File: src/rtl/serial_adder_pkg.sv
// serial_adder_pkg: shared state encoding and counter sizing for the bit-serial adder.
package serial_adder_pkg;

   typedef enum logic [1:0] {
      IDLE = 2'd0,
      RUN  = 2'd1,
      DONE = 2'd2
   } state_t;

   localparam int CNT_MIN_W = 1;

   function automatic int cnt_width(input int w);
      return ($clog2(w) > CNT_MIN_W) ? $clog2(w) : CNT_MIN_W;
   endfunction

endpackage

File: src/rtl/serial_adder_ctrl_fa_cell.sv
// fa_cell: combinational 1-bit full adder from two half-adder stages and an OR for carry.
module fa_cell (
   input  logic a,
   input  logic b,
   input  logic cin,
   output logic sum,
   output logic cout
);

   logic p, g0, g1;

   assign p    = a ^ b;
   assign g0   = a & b;
   assign sum  = p ^ cin;
   assign g1   = p & cin;
   assign cout = g0 | g1;

endmodule

File: src/rtl/serial_adder_ctrl.sv
// serial_adder_ctrl: bit-serial add sequencer, LSB first, over one shared fa_cell.
// Define SERIAL_ADDER_OVF_EN to add the registered signed-overflow output ovf.
module serial_adder_ctrl
   import serial_adder_pkg::*;
#(
   parameter int WIDTH = 8
) (
   input  logic             clk,
   input  logic             rst_n,
   input  logic             in_valid,
   output logic             in_ready,
   input  logic [WIDTH-1:0] a,
   input  logic [WIDTH-1:0] b,
   input  logic             cin,
   output logic             out_valid,
   input  logic             out_ready,
   output logic [WIDTH-1:0] sum,
   output logic             cout,
`ifdef SERIAL_ADDER_OVF_EN
   output logic             ovf,
`endif
   output logic             busy
);

   localparam int CW = cnt_width(WIDTH);

   state_t           state_q, state_d;
   logic [WIDTH-1:0] a_sr, b_sr, acc_sr, acc_nxt;
   logic [WIDTH:0]   acc_cat;
   logic [CW-1:0]    cnt;
   logic             carry, s_bit, c_bit, last;

   fa_cell u_fa (
      .a    (a_sr[0]),
      .b    (b_sr[0]),
      .cin  (carry),
      .sum  (s_bit),
      .cout (c_bit)
   );

   // new sum bit enters at the MSB so the LSB-first result lands aligned after WIDTH shifts
   assign acc_cat   = {s_bit, acc_sr};
   assign acc_nxt   = acc_cat[WIDTH:1];
   assign last      = cnt == CW'(WIDTH - 1);
   assign in_ready  = state_q == IDLE;
   assign busy      = state_q == RUN;
   assign out_valid = state_q == DONE;

   always_ff @(posedge clk or negedge rst_n)
      if (!rst_n) state_q <= IDLE;
      else        state_q <= state_d;

   always_comb begin
      state_d = state_q;
      case (state_q)
         IDLE:    state_d = in_valid  ? RUN  : IDLE;
         RUN:     state_d = last      ? DONE : RUN;
         DONE:    state_d = out_ready ? IDLE : DONE;
         default: state_d = IDLE;
      endcase
   end

   always_ff @(posedge clk or negedge rst_n)
      if (!rst_n) begin
         a_sr   <= '0;
         b_sr   <= '0;
         acc_sr <= '0;
         carry  <= 1'b0;
         cnt    <= '0;
      end else if (state_q == IDLE && in_valid) begin
         a_sr  <= a;
         b_sr  <= b;
         carry <= cin;
         cnt   <= '0;
      end else if (state_q == RUN) begin
         a_sr   <= a_sr >> 1;
         b_sr   <= b_sr >> 1;
         acc_sr <= acc_nxt;
         carry  <= c_bit;
         cnt    <= cnt + CW'(1);
      end

   // on the final bit, carry is the carry into the MSB and c_bit the carry out of it
   always_ff @(posedge clk or negedge rst_n)
      if (!rst_n) begin
         sum  <= '0;
         cout <= 1'b0;
`ifdef SERIAL_ADDER_OVF_EN
         ovf  <= 1'b0;
`endif
      end else if (state_q == RUN && last) begin
         sum  <= acc_nxt;
         cout <= c_bit;
`ifdef SERIAL_ADDER_OVF_EN
         ovf  <= carry ^ c_bit;
`endif
      end

endmodule

File: config.mk
export PLATFORM = sky130hd
export DESIGN_NAME = serial_adder_ctrl
export DESIGN_NICKNAME = d
export VERILOG_FILES = /design/src/rtl/serial_adder_pkg.sv /design/src/rtl/serial_adder_ctrl_fa_cell.sv /design/src/rtl/serial_adder_ctrl.sv
export SDC_FILE = /design/constraint.sdc
export NUM_CORES = 1
export LEC_CHECK = 0
export CAP_MARGIN = 20
export CORE_MARGIN = 3
export CORE_UTILIZATION = 45
export DETAILED_ROUTE_END_ITERATION = 10
export PLACE_DENSITY = 0.71
export SLEW_MARGIN = 30
export SYNTH_ARGS = -nofsm -noshare
export SYNTH_HDL_FRONTEND = slang
export SYNTH_SLANG_ARGS = --single-unit
File: constraint.sdc
create_clock -name clk -period 2.26 [get_ports clk]
set_clock_uncertainty 0.15 [all_clocks]
set_input_delay 0.226 -clock clk [delete_from_list [all_inputs] [get_ports clk]]
set_output_delay 0.226 -clock clk [all_outputs]
set_load 0.01 [all_outputs]
; ---- After elaboration in Yosys (flattened, before gate mapping)
; Index checks and enable logic that the tools add are counted.
[op_classes]
addsub = 1
mul = 0
n_div = 0
order_cmp = 0
eq_ne = 3
shifts = 0
n_mux = 12
bitwise_logic = 6
reduce_logical = 5
[op_table]
columns = cell, count
row1 = 2-to-1 mux 8 bit, 4
row2 = 2-to-1 mux 3 bit, 2
row3 = one-hot mux 2 bit (3 select lines), 1
row4 = 2-to-1 mux 2 bit, 2
row5 = "adder 3 x 1 -> 3 bit, second input constant", 1
row6 = "equality test 3 bit, second input constant", 1
row7 = 2-to-1 mux 1 bit, 3
row8 = AND 1 bit, 2
row9 = "equality test 2 x 1 -> 1 bit, second input constant", 1
row10 = "equality test 2 bit, second input constant", 1
row11 = logical AND 1 bit, 2
row12 = logical NOT 2 bit, 1
row13 = AND reduction 2 bit, 1
row14 = nonzero test 2 bit, 1
row15 = XOR 1 bit, 2
row16 = NOT 1 bit, 1
row17 = OR 1 bit, 1
[totals]
register_bits = 39
latch_bits = 0
ramBits = 0
romBits = 0
inputBits = 21
output_inout_bits = 12
wordCells = 35
memories = 0

; ---- Longest topological paths before layout
; Gate-level depths: netlist of the first run.
[logic_depth]
depth_word = 5
mapped_depth = 5
depth_no_buf = 4

; ---- By module
; From an unflattened synthesis of the first run, not the netlist that was laid out.
[hier_totals]
hier_cells = 134
hier_area_um2 = 1661.6
[modules_own_cells]
columns = module, instances, cells_per_inst, area_each_um2, seq_area_each_um2
row1 = serial_adder_ctrl, 1, 133, 1641.6, 950.9
row2 = fa_cell, 1, 1, 20.0, 0.0

; ---- Worst setup path before layout of the first run
; No wires, ideal clock.
[synth_timing]
path_kind = register -> register
startpoint = register cnt[0]
endpoint = register cout
setup_ns = 0.125
arrival_time_ns = 1.343
required_ns = 1.985
path_slack_ns = 0.642
path_stages_with_launch = 6
n_path_buf = 1
synth_period_minus_slack_ns = 1.618
cell_sequence = dfrtp_1 ha_1 ha_1 nand3b_1 buf_2 mux2_2
[synth_between]
elab_chain_cells = 2
[synth_lines]
columns = element, line_no
row1 = start: declaration, serial_adder_ctrl.sv:30  ; logic [CW-1:0] cnt;
row2 = start signal: assignment, serial_adder_ctrl.sv:80  ; cnt <= cnt + CW'(1);
row3 = equality test 3 bit, serial_adder_ctrl.sv:44  ; assign last = cnt == CW'(WIDTH - 1);
row4 = logical AND 1 bit, serial_adder_ctrl.sv:91  ; end else if (state_q == RUN && last) begin
row5 = end signal: assignment, serial_adder_ctrl.sv:93  ; cout <= c_bit;
row6 = end: declaration, serial_adder_ctrl.sv:18  ; output logic cout,
; No other way between the ends.
; A chain may end at the register's enable or synchronous reset.

; ---- Worst setup path after layout of the first run
[layout_timing]
startpoint = register state_q[0]
endpoint = output port busy
[layout_between]
elab_chain_cells = 1
[layout_lines]
columns = element, line_no
row1 = start: declaration, serial_adder_ctrl.sv:27  ; state_t state_q, state_d;
row2 = start signal: assignment, serial_adder_ctrl.sv:51  ; else state_q <= state_d;
row3 = equality test 2 x 1 -> 1 bit, serial_adder_ctrl.sv:46  ; assign busy = state_q == RUN;
row4 = end: declaration, serial_adder_ctrl.sv:22  ; output logic busy
; No other way between the ends.

==> results of run 1 <==
per-stage QoR:
| step | hold WS (ns) | total power, mW | setup slack, ns | instances | util |
|---|---|---|---|---|---|
| 2_1_floorplan | -0.220 | 2.00 | 0.642 | 120 | - |
| 3_3_place_gp | 0.216 | 2.34 | 0.382 | 191 | 0.584 |
| 3_5_place_dp | 0.221 | 2.39 | 0.347 | 191 | 0.584 |
| 4_1_cts | 0.340 | 2.84 | 0.174 | 198 | 0.611 |
| 5_1_grt | 0.367 | 3.00 | 0.104 | 198 | 0.611 |
| 6_report | 0.340 | 2.80 | 0.201 | 198 | 0.611 |
cells by family (layout without fill, tap and decap cells):
group                    Yosys count  count (layout)
AO/OA/AOI/OAI                     23              23
adder cells (fa/ha/maj)            3               3
buffers and inverters             14              46
flip-flops                        38              38
multiplexers                      17              17
AND/OR/NAND/NOR                   25              25
power by group:
part           switching [mW]  internal [mW]  total, mW
Sequential              0.209           1.01       1.22
Combinational           0.435          0.707       1.14
Clock                   0.205          0.235      0.439
cell usage after synthesis:
| library cell | count |
|---|---|
| a22o_1 | 2 |
| nand3b_1 | 1 |
| o21bai_1 | 1 |
| buf_2 | 6 |
| nand2b_1 | 4 |
| fa_1 | 1 |
| buf_6 | 3 |
| buf_1 | 1 |
| nor2_1 | 1 |
| dfrtp_1 | 38 |
| o21ai_0 | 1 |
| o21ba_1 | 1 |
| clkbuf_2 | 1 |
| ha_1 | 2 |
| nor4bb_1 | 2 |
| or4b_1 | 15 |
| o221a_2 | 15 |
| inv_1 | 2 |
| nor3b_1 | 2 |
| mux2_2 | 16 |
| clkbuf_1 | 1 |
| mux2i_1 | 1 |
| a21oi_1 | 1 |
| a211o_1 | 2 |
worst max-delay path by stage:
stage / from / end / slack, ns / depth (start not counted)
after detailed placement: in_valid / b_sr[6]$_DFFE_PN0P_ / 0.35 / 4
after floorplan: cnt[0]$_DFFE_PN0P_ / cout$_DFFE_PN0P_ / 0.64 / 5
final: state_q[0]$_DFF_PN0_ / busy / 0.20 / 3
after CTS: state_q[0]$_DFF_PN0_ / busy / 0.17 / 3
after global routing: state_q[0]$_DFF_PN0_ / busy / 0.10 / 3
after global placement: in_valid / a_sr[0]$_DFFE_PN0P_ / 0.38 / 4
flip-flops by register name, summed over array words and instances, names as in the netlist:
register,flops
acc_sr,7
sum,8
cout,1
a_sr,8
carry,1
cnt,3
b_sr,8
state_q,2
layout make-up:
type,instances,area (sq um),share of cell area
Timing Repair Buffer,38,363,0.169
Clock buffer,6,82.6,0.0384
Inverter,2,7.51,0.00349
Sequential cell,38,951,0.442
Tap cell,46,57.6,0.0268
Multi-Input combinational cell,68,688,0.320
routing by layer:
| layer | wire [um] | GRT usage |
|---|---|---|
| met1 | 1460 | 0.221 |
| met3 | 116 | 0.0509 |
| met5 | 0 | 0 |
| met2 | 1560 | 0.239 |
| met4 | 38 | 0.0546 |
worst max-delay path, stage by stage, from the launching register on:
cell,delay (ns)
dfrtp_1,0.52
nand2b_1,0.11
inv_1,0.19
clkdlybuf4s50_1,0.58
repair_timing:
action | CTS | global route
hold endpoints to repair | 38 | 0
hold buffers | 1 | 0
setup endpoints to repair | 0 | 0
==> metrics, run 1 <==
post-synthesis compound-gate area fraction 0.134; Placer Congestion a little under 0.8; Final Max Slew Viols 0; Hold EP cnt[0]$_DFFE_PN0P_; CTS clk-pin slew, worst paths roughly 0.06 ns; largest family of logic cells by synthesized area compound AO/OA/AOI/OAI gates; CTS-repair resized insts 0; outcome finished clean; Post-Synth XOR/XNOR Area 0; number of setup buffers added after CTS 0; dpl cell area about 2000 sq um; DRT Wirelength about 3200 um; Synth Area in Adders 0.0261; Die Y 67.9 um; Vias between 1000 and 1500; initial antenna violation count 0; global-route wire length before repair around 5400 um; Max FO, Critical Path 12; drt first-iter violations 58; cell count after synthesis 120; peak supply drop between 0.0007 and 0.0008 V; vias in the first global route 1137; synth top area cells dfrtp_1 55%, mux2_2 10%, o221a_2 9.8%; synth warn 0; worst hold path type reg -> reg; fin crit period approximately 2.1 ns; IO Port Bufs 32; RSZ-0062 raised after global routing no; fmax about 490 MHz; Vias/cell between 5 and 6; Tightest Pin Transition slightly above 0.8 ns; r2r endpoint sum[7]$_DFFE_PN0P_; final setup fails 0; Final TNS setup 0 ns; Filler cells 300; Initial DRT Pass Iterations 4; Simple-Gate Fraction of Synth Area 0.129; Mapped Area 1720 sq um; Power Dens Cells about 1300 nW/um^2; commonest non-fill, non-tap cell in the layout dfrtp_1; ant diodes 0; largest net degree at the start of global routing 39; Setup Crit Path Kind reg -> out; Synth Net Count 144; CTS tree yes; Final nets around 180; die area 4610 sq um; Worst-Skew Late Latency ~0.28 ns; largest area contributor in the netlist dfrtp_1; final instance area roughly 2100 sq um; CP arrival around 1.7 ns; max cap viols 0; leak pwr ~0.90 nW; DP Wirelength approximately 2300 um; flop-to-flop setup slack between 0.4 and 0.5 ns; final hold vios 0; CTS H-tree lvls 2; Reg2Reg Launch Point cnt[0]$_DFFE_PN0P_; FP Rows 21; initial core utilization 0.489; synth unique cells 24; Worst Hold Depth 1; number of synthesized register bits 38; worst r2r path cells 4; endpoint type of the worst setup path output port; all-layer global routing usage 0.160; DR WL/cell 16.1 um; DRC 0; Root Buffer clkbuf_8; CTS buffer count 5; GRT Residual Overflow 0; most frequent cells in the layout 38 x dfrtp_1, 31 x clkdlybuf4s50_1, 16 x mux2_2, 15 x or4b_1, 15 x o221a_2; Worst Min Path Start cnt[0]$_DFFE_PN0P_; period utilisation layout 0.911; mux cell area share after synthesis 0.110; Ports 33; register area share after synthesis 0.552; Worst Path Required about 1.9 ns; layout cells sized above 1 0.283; Core Footprint roughly 3500 sq um; CP Launch Type flop; area growth from synthesis to layout 24.8%; ANT nets after route 0; clock net sink count 38; Die X-Extent roughly 68 um; Worst slew margin 0.456; syn avg cell area ~14 sq um; Max Root-Sink Buffers 2; Yosys top cell area share 0.552
Power figures use the tool's default switching activity.
==> run 2, diff against run 1 <==
--- a/config.mk
+++ b/config.mk
@@ -9,7 +9,9 @@
 export CORE_MARGIN = 3
 export CORE_UTILIZATION = 45
 export DETAILED_ROUTE_END_ITERATION = 10
-export PLACE_DENSITY = 0.71
+export MAX_ROUTING_LAYER = met4
+export PLACE_DENSITY = 0.73
+export REMOVE_ABC_BUFFERS = 1
 export SLEW_MARGIN = 30
 export SYNTH_ARGS = -nofsm -noshare
 export SYNTH_HDL_FRONTEND = slang
==> metrics, run 2 (synthesized netlist as in run 1, its figures left out) <==
outcome finished clean; Worst Path Required 1.88 ns (about the same); Final TNS setup 0 ns (unchanged); fin crit period 2.01 ns (-0.0459 ns); Layout Cells excl Fill 199 (+0.51%); fmax 497 MHz (+2.3%); Comb pwr share 0.416 (+0.008); initial core utilization 0.489 (unchanged); Placer Congestion 0.756 (-1.7%); Vias 1128 (+2.5%); IO Port Bufs 32 (unchanged); Power Dens Cells 1320 nW/um^2 (+1.0%); CP arrival 1.64 ns (-0.04 ns); most frequent cells in the layout 38 x dfrtp_1, 31 x clkdlybuf4s50_1, 16 x mux2_2, 15 x or4b_1, 15 x o221a_2; max cap viols 0 (unchanged); RSZ-0062 raised after global routing no; peak supply drop 0.000556 V (-23%); Clk pwr share 0.155 (-0.002); placed instance count 191 (unchanged); vias in the first global route 1178 (+3.6%); global-route wire length before repair 5620 um (+4.8%); CTS tree yes; CTS buffer count 5 (unchanged); all-layer global routing usage 0.174 (+0.0143); top flop regs a_sr x8, b_sr x8, sum x8; switching power 0.889 mW (+4.8%); Vias/cell 5.67 (+1.9%); CTS clk-pin slew, worst paths 0.07 ns (about the same); DRT Wirelength 3280 um (+3.1%); Final Max Slew Viols 0 (unchanged); DR WL/cell 16.5 um (+2.6%); Worst slew margin 0.451 (-0.00488); commonest non-fill, non-tap cell in the layout dfrtp_1; Initial DRT Pass Iterations 4 (unchanged); final hold vios 0 (unchanged); Setup Crit Path Kind reg -> out; DP Wirelength 2200 um (-2.4%); drt first-iter violations 52 (-10%); Sequential Power Share 0.429 (-0.006); CP Launch Type flop; DRC 0 (unchanged); area growth from synthesis to layout 24.5%; CTS H-tree lvls 2 (unchanged); final core occ 0.609 (-0.00107); Final nets 177 (unchanged); ant diodes 0 (unchanged); Ports 33 (unchanged); Post-Place Setup Slack 0.281 ns (-0.0665 ns); Tightest Pin Transition 0.823 ns (+0.00732 ns); Tot Pwr 2.82 mW (+0.83%); Die X-Extent 67.9 um (unchanged); clock net sink count 38 (unchanged); largest net degree at the start of global routing 39 (unchanged); final setup fails 0 (unchanged); Switching Fraction 0.315 (+0.0119); GRT Residual Overflow 0 (unchanged); die area 4610 sq um (unchanged); FP Rows 21 (unchanged); layout cells sized above 1 0.288 (+0.00469); initial antenna violation count 0 (unchanged); Pint 1.93 mW (-0.88%); Max FO, Critical Path 10 (-2); Max Root-Sink Buffers 2 (unchanged); worst hold path type reg -> reg; Filler cells 301 (+0.33%); ANT nets after route 0 (unchanged); period utilisation layout 0.891 (-0.0203); Root Buffer clkbuf_8; Die Y 67.9 um (unchanged); fin worst setup slack 0.247 ns (+0.0459 ns); endpoint type of the worst setup path output port; leak pwr 0.900 nW (about the same); Core Footprint 3520 sq um (unchanged); Worst-Skew Late Latency 0.29 ns (about the same)
## run 2: cell type report
cell class,instances,area (sq um),area share
clock inverters,2,10.0,0.00466
well taps,46,57.6,0.0268
inverters,2,7.51,0.00350
repair buffers,38,363,0.169
flip-flops and latches,38,951,0.443
clock buffers,5,68.8,0.0321
multi-input cells,68,688,0.321
## run 2: what timing repair did
| item | in CTS | in global routing |
|---|---|---|
| hold endpoints to repair | 38 | 0 |
| endpoints found under the setup margin | 0 | 0 |
| setup buffers | 0 | 0 |
| gates resized for setup | 0 | 0 |
| hold buffers | 1 | 0 |
## run 2: power groups by stage
| stage | sequential [mW] | combinational [mW] | clock (mW) |
|---|---|---|---|
| detailed placement | 1.23 | 1.18 | 0 |
| floorplan | 1.24 | 0.675 | 0 |
| global route | 1.25 | 1.28 | 0.481 |
| global placement | 1.20 | 1.14 | 0 |
| CTS | 1.21 | 1.19 | 0.450 |
| finish | 1.21 | 1.17 | 0.439 |
## run 2: routing by layer
metal	vias to the layer above	routed length, um	GRT usage
met2	22	1710	0.269
met4	0	38	0.0993
met3	4	125	0.0394
met1	572	1410	0.212
met5	-	0	-
li1	530	-	-
## run 2: path summary, 6_finish.rpt
kind                            cells after the start                 start                  to  slack (ns)
worst min-delay path                                1    cnt[0]$_DFFE_PN0P_  cnt[0]$_DFFE_PN0P_        0.33
worst min register to register                      1    cnt[0]$_DFFE_PN0P_  cnt[0]$_DFFE_PN0P_        0.33
max in group asynchronous                           2                 rst_n  sum[4]$_DFFE_PN0P_        1.01
min in group asynchronous                           2                 rst_n  sum[5]$_DFFE_PN0P_        0.43
worst max register to register                      3  state_q[0]$_DFF_PN0_  sum[3]$_DFFE_PN0P_        0.39
worst max-delay path                                3  state_q[0]$_DFF_PN0_                busy        0.25
## run 2: critical path: stages (launching register included)
cell and delay (ns):
dfrtp_1 0.50, nand2b_1 0.11, inv_1 0.17, clkdlybuf4s50_1 0.57
## run 2: through the flow
step	cell area, sq um	hold WS, ns
3_3_place_gp	2060	0.202
5_1_grt	2150	0.367
2_1_floorplan	1650	-0.220
3_5_place_dp	2060	0.224
4_1_cts	2150	0.333
6_report	2150	0.329
==> run 3, diff against run 2 <==
--- a/config.mk
+++ b/config.mk
@@ -6,12 +6,13 @@
 export NUM_CORES = 1
 export LEC_CHECK = 0
 export CAP_MARGIN = 20
-export CORE_MARGIN = 3
 export CORE_UTILIZATION = 45
 export DETAILED_ROUTE_END_ITERATION = 10
+export GPL_ROUTABILITY_DRIVEN = 0
 export MAX_ROUTING_LAYER = met4
 export PLACE_DENSITY = 0.73
 export REMOVE_ABC_BUFFERS = 1
+export SETUP_SLACK_MARGIN = 0.5
 export SLEW_MARGIN = 30
 export SYNTH_ARGS = -nofsm -noshare
 export SYNTH_HDL_FRONTEND = slang
==> metrics, run 3 (synthesized netlist as in run 1, its figures left out) <==
Setup Crit Path Kind reg -> reg; clock net sink count 38 (unchanged); WL met3 120 um (-4.0%); endpoint type of the worst setup path flop; Die X-Extent 63.9 um (-5.9%); Worst Setup SP state_q[0]$_DFF_PN0_; DRT Wirelength 3140 um (-4.2%); Max FO, Critical Path 16 (+6); r2r endpoint a_sr[2]$_DFFE_PN0P_; vias in the first global route 1176 (-0.17%); Vias/cell 5.54 (-2.2%); final hold vios 0 (unchanged); die area 4080 sq um (-11%); global-route wire length before repair 5420 um (-3.6%); DR WL/cell 15.1 um (-8.4%); CTS tree yes; leak pwr 0.947 nW (+5.2%); GRT Residual Overflow 0 (unchanged); Comb pwr share 0.421 (+0.005); CP arrival 1.73 ns (+0.09 ns); layout cells sized above 1 0.331 (+0.0437); flop-to-flop setup slack 0.55 ns (+0.16 ns); max cap viols 0 (unchanged); Post-Place Setup Slack 0.287 ns (+0.00677 ns); peak supply drop 0.000556 V (+0.11%); fin worst setup slack 0.553 ns (+0.306 ns); period utilisation layout 0.755 (-0.136); commonest non-fill, non-tap cell in the layout dfrtp_1; Worst Path Required 2.29 ns (+0.41 ns); DP Wirelength 2030 um (-7.7%); outcome finished clean; DRC 0 (unchanged); Worst-Skew Late Latency 0.29 ns (about the same); Switching Fraction 0.308 (-0.00724); largest net degree at the start of global routing 39 (unchanged); FP Rows 22 (+4.8%); Die Y 63.9 um (-5.9%); Reg2Reg Launch Point state_q[0]$_DFF_PN0_; Final TNS setup 0 ns (unchanged); IO Port Bufs 32 (unchanged); fmax 586 MHz (+18%); area growth from synthesis to layout 28.5%; RSZ-0062 raised after global routing no; CTS clk-pin slew, worst paths 0.07 ns (about the same); Pint 2.00 mW (+3.6%); Root Buffer clkbuf_8; CP Launch Type flop; drt first-iter violations 43 (-17%); initial core utilization 0.471 (-0.0187); switching power 0.890 mW (+0.12%); ANT nets after route 0 (unchanged); worst r2r path cells 4 (+1); Final Max Slew Viols 0 (unchanged); Clk pwr share 0.162 (+0.007); Power Dens Cells 1310 nW/um^2 (-0.66%); most frequent cells in the layout 37 x dfrtp_1, 28 x clkdlybuf4s50_1, 16 x mux2_2, 15 x or4b_1, 15 x o221a_2; CTS H-tree lvls 2 (unchanged); Initial DRT Pass Iterations 3 (-1); M1 WL 1450 um (+2.7%); Critical Path Sink a_sr[2]$_DFFE_PN0P_; met2 WL 1530 um (-11%); Max Root-Sink Buffers 2 (unchanged); all-layer global routing usage 0.183 (+0.00855); initial antenna violation count 0 (unchanged); Core Footprint 3660 sq um (+4.0%); Ports 33 (unchanged); Filler cells 302 (+0.33%); CTS buffer count 5 (unchanged); worst hold path type reg -> reg; fin crit period 1.71 ns (-0.306 ns); Top Layer Used met4; Final nets 183 (+3.4%); final setup fails 0 (unchanged); Vias 1153 (+2.2%); top flop regs a_sr x8, b_sr x8, sum x8; ant diodes 0 (unchanged); Tot Pwr 2.89 mW (+2.5%); Sequential Power Share 0.417 (-0.012); Tightest Pin Transition 0.804 ns (-0.0189 ns); Worst slew margin 0.464 (+0.0126); hold slack 0.335 ns (+0.00545 ns)
[run 3: cell types whose count changed in the layout (fill, tap and decap cells not counted), sizes merged]
cell | before | now
buf | 6 | 12
clkbuf | 5 | 8
clkdlybuf4s50 | 31 | 28
dlygate4sd2 | 0 | 2
clkinv | 2 | 1
[run 3: layer usage]
metal,GRT usage,vias to the layer above
met2,0.291,34
li1,-,542
met5,-,-
met3,0.0446,3
met1,0.217,574
met4,0.0909,0
[run 3: power groups by stage]
stage | registers [mW] | clock network (mW) | logic [mW]
after floorplan | 1.24 | 0 | 0.675
after global placement | 1.22 | 0 | 1.13
after detailed placement | 1.23 | 0 | 1.17
after CTS | 1.21 | 0.486 | 1.21
after global routing | 1.24 | 0.517 | 1.34
final | 1.21 | 0.469 | 1.22
[run 3: area by class of cell]
| class | instances | area [sq um] | share of cell area |
|---|---|---|---|
| multi-input cells | 68 | 688 | 0.311 |
| flip-flops and latches | 38 | 952 | 0.430 |
| clock inverters | 1 | 5.00 | 0.00226 |
| clock buffers | 7 | 86.3 | 0.0390 |
| well taps | 48 | 60.1 | 0.0271 |
| repair buffers | 44 | 414 | 0.187 |
| inverters | 2 | 7.51 | 0.00339 |
[run 3: through the flow]
stage | util | std cells | area [sq um]
after CTS | 0.602 | 206 | 2200
after global placement | 0.563 | 193 | 2060
after global routing | 0.605 | 208 | 2210
after detailed placement | 0.563 | 193 | 2060
after floorplan | - | 108 | 1650
final | 0.605 | 208 | 2210
[run 3: critical path, cell delays in order, from the launching register on]
cell and delay [ns]:
dfrtp_2 0.43, buf_4 0.17, buf_4 0.18, or4b_1 0.52, o221a_2 0.14
[run 3: timing repair]
action / 4_1_cts / 5_1_grt
gates cloned: 1 / 0
hold buffers: 1 / 0
endpoints found under the hold margin: 38 / 0
resized for setup: 6 / 2
buffers inserted: 3 / 2
endpoints found under the setup margin: 12 / 2
pin swaps: 1 / 0
[run 3: how the worst min path moves through the flow]
stage | startpoint | end | slack, ns | cells after the start
final | cnt[0]$_DFFE_PN0P_ | cnt[0]$_DFFE_PN0P_ | 0.33 | 1
after global routing | cnt[0]$_DFFE_PN0P_ | cnt[0]$_DFFE_PN0P_ | 0.35 | 1
after CTS | cnt[0]$_DFFE_PN0P_ | cnt[0]$_DFFE_PN0P_ | 0.34 | 1
after detailed placement | rst_n | sum[6]$_DFFE_PN0P_ | 0.21 | 1
after global placement | rst_n | sum[4]$_DFFE_PN0P_ | 0.21 | 1
after floorplan | rst_n | a_sr[0]$_DFFE_PN0P_ | -0.22 | 0
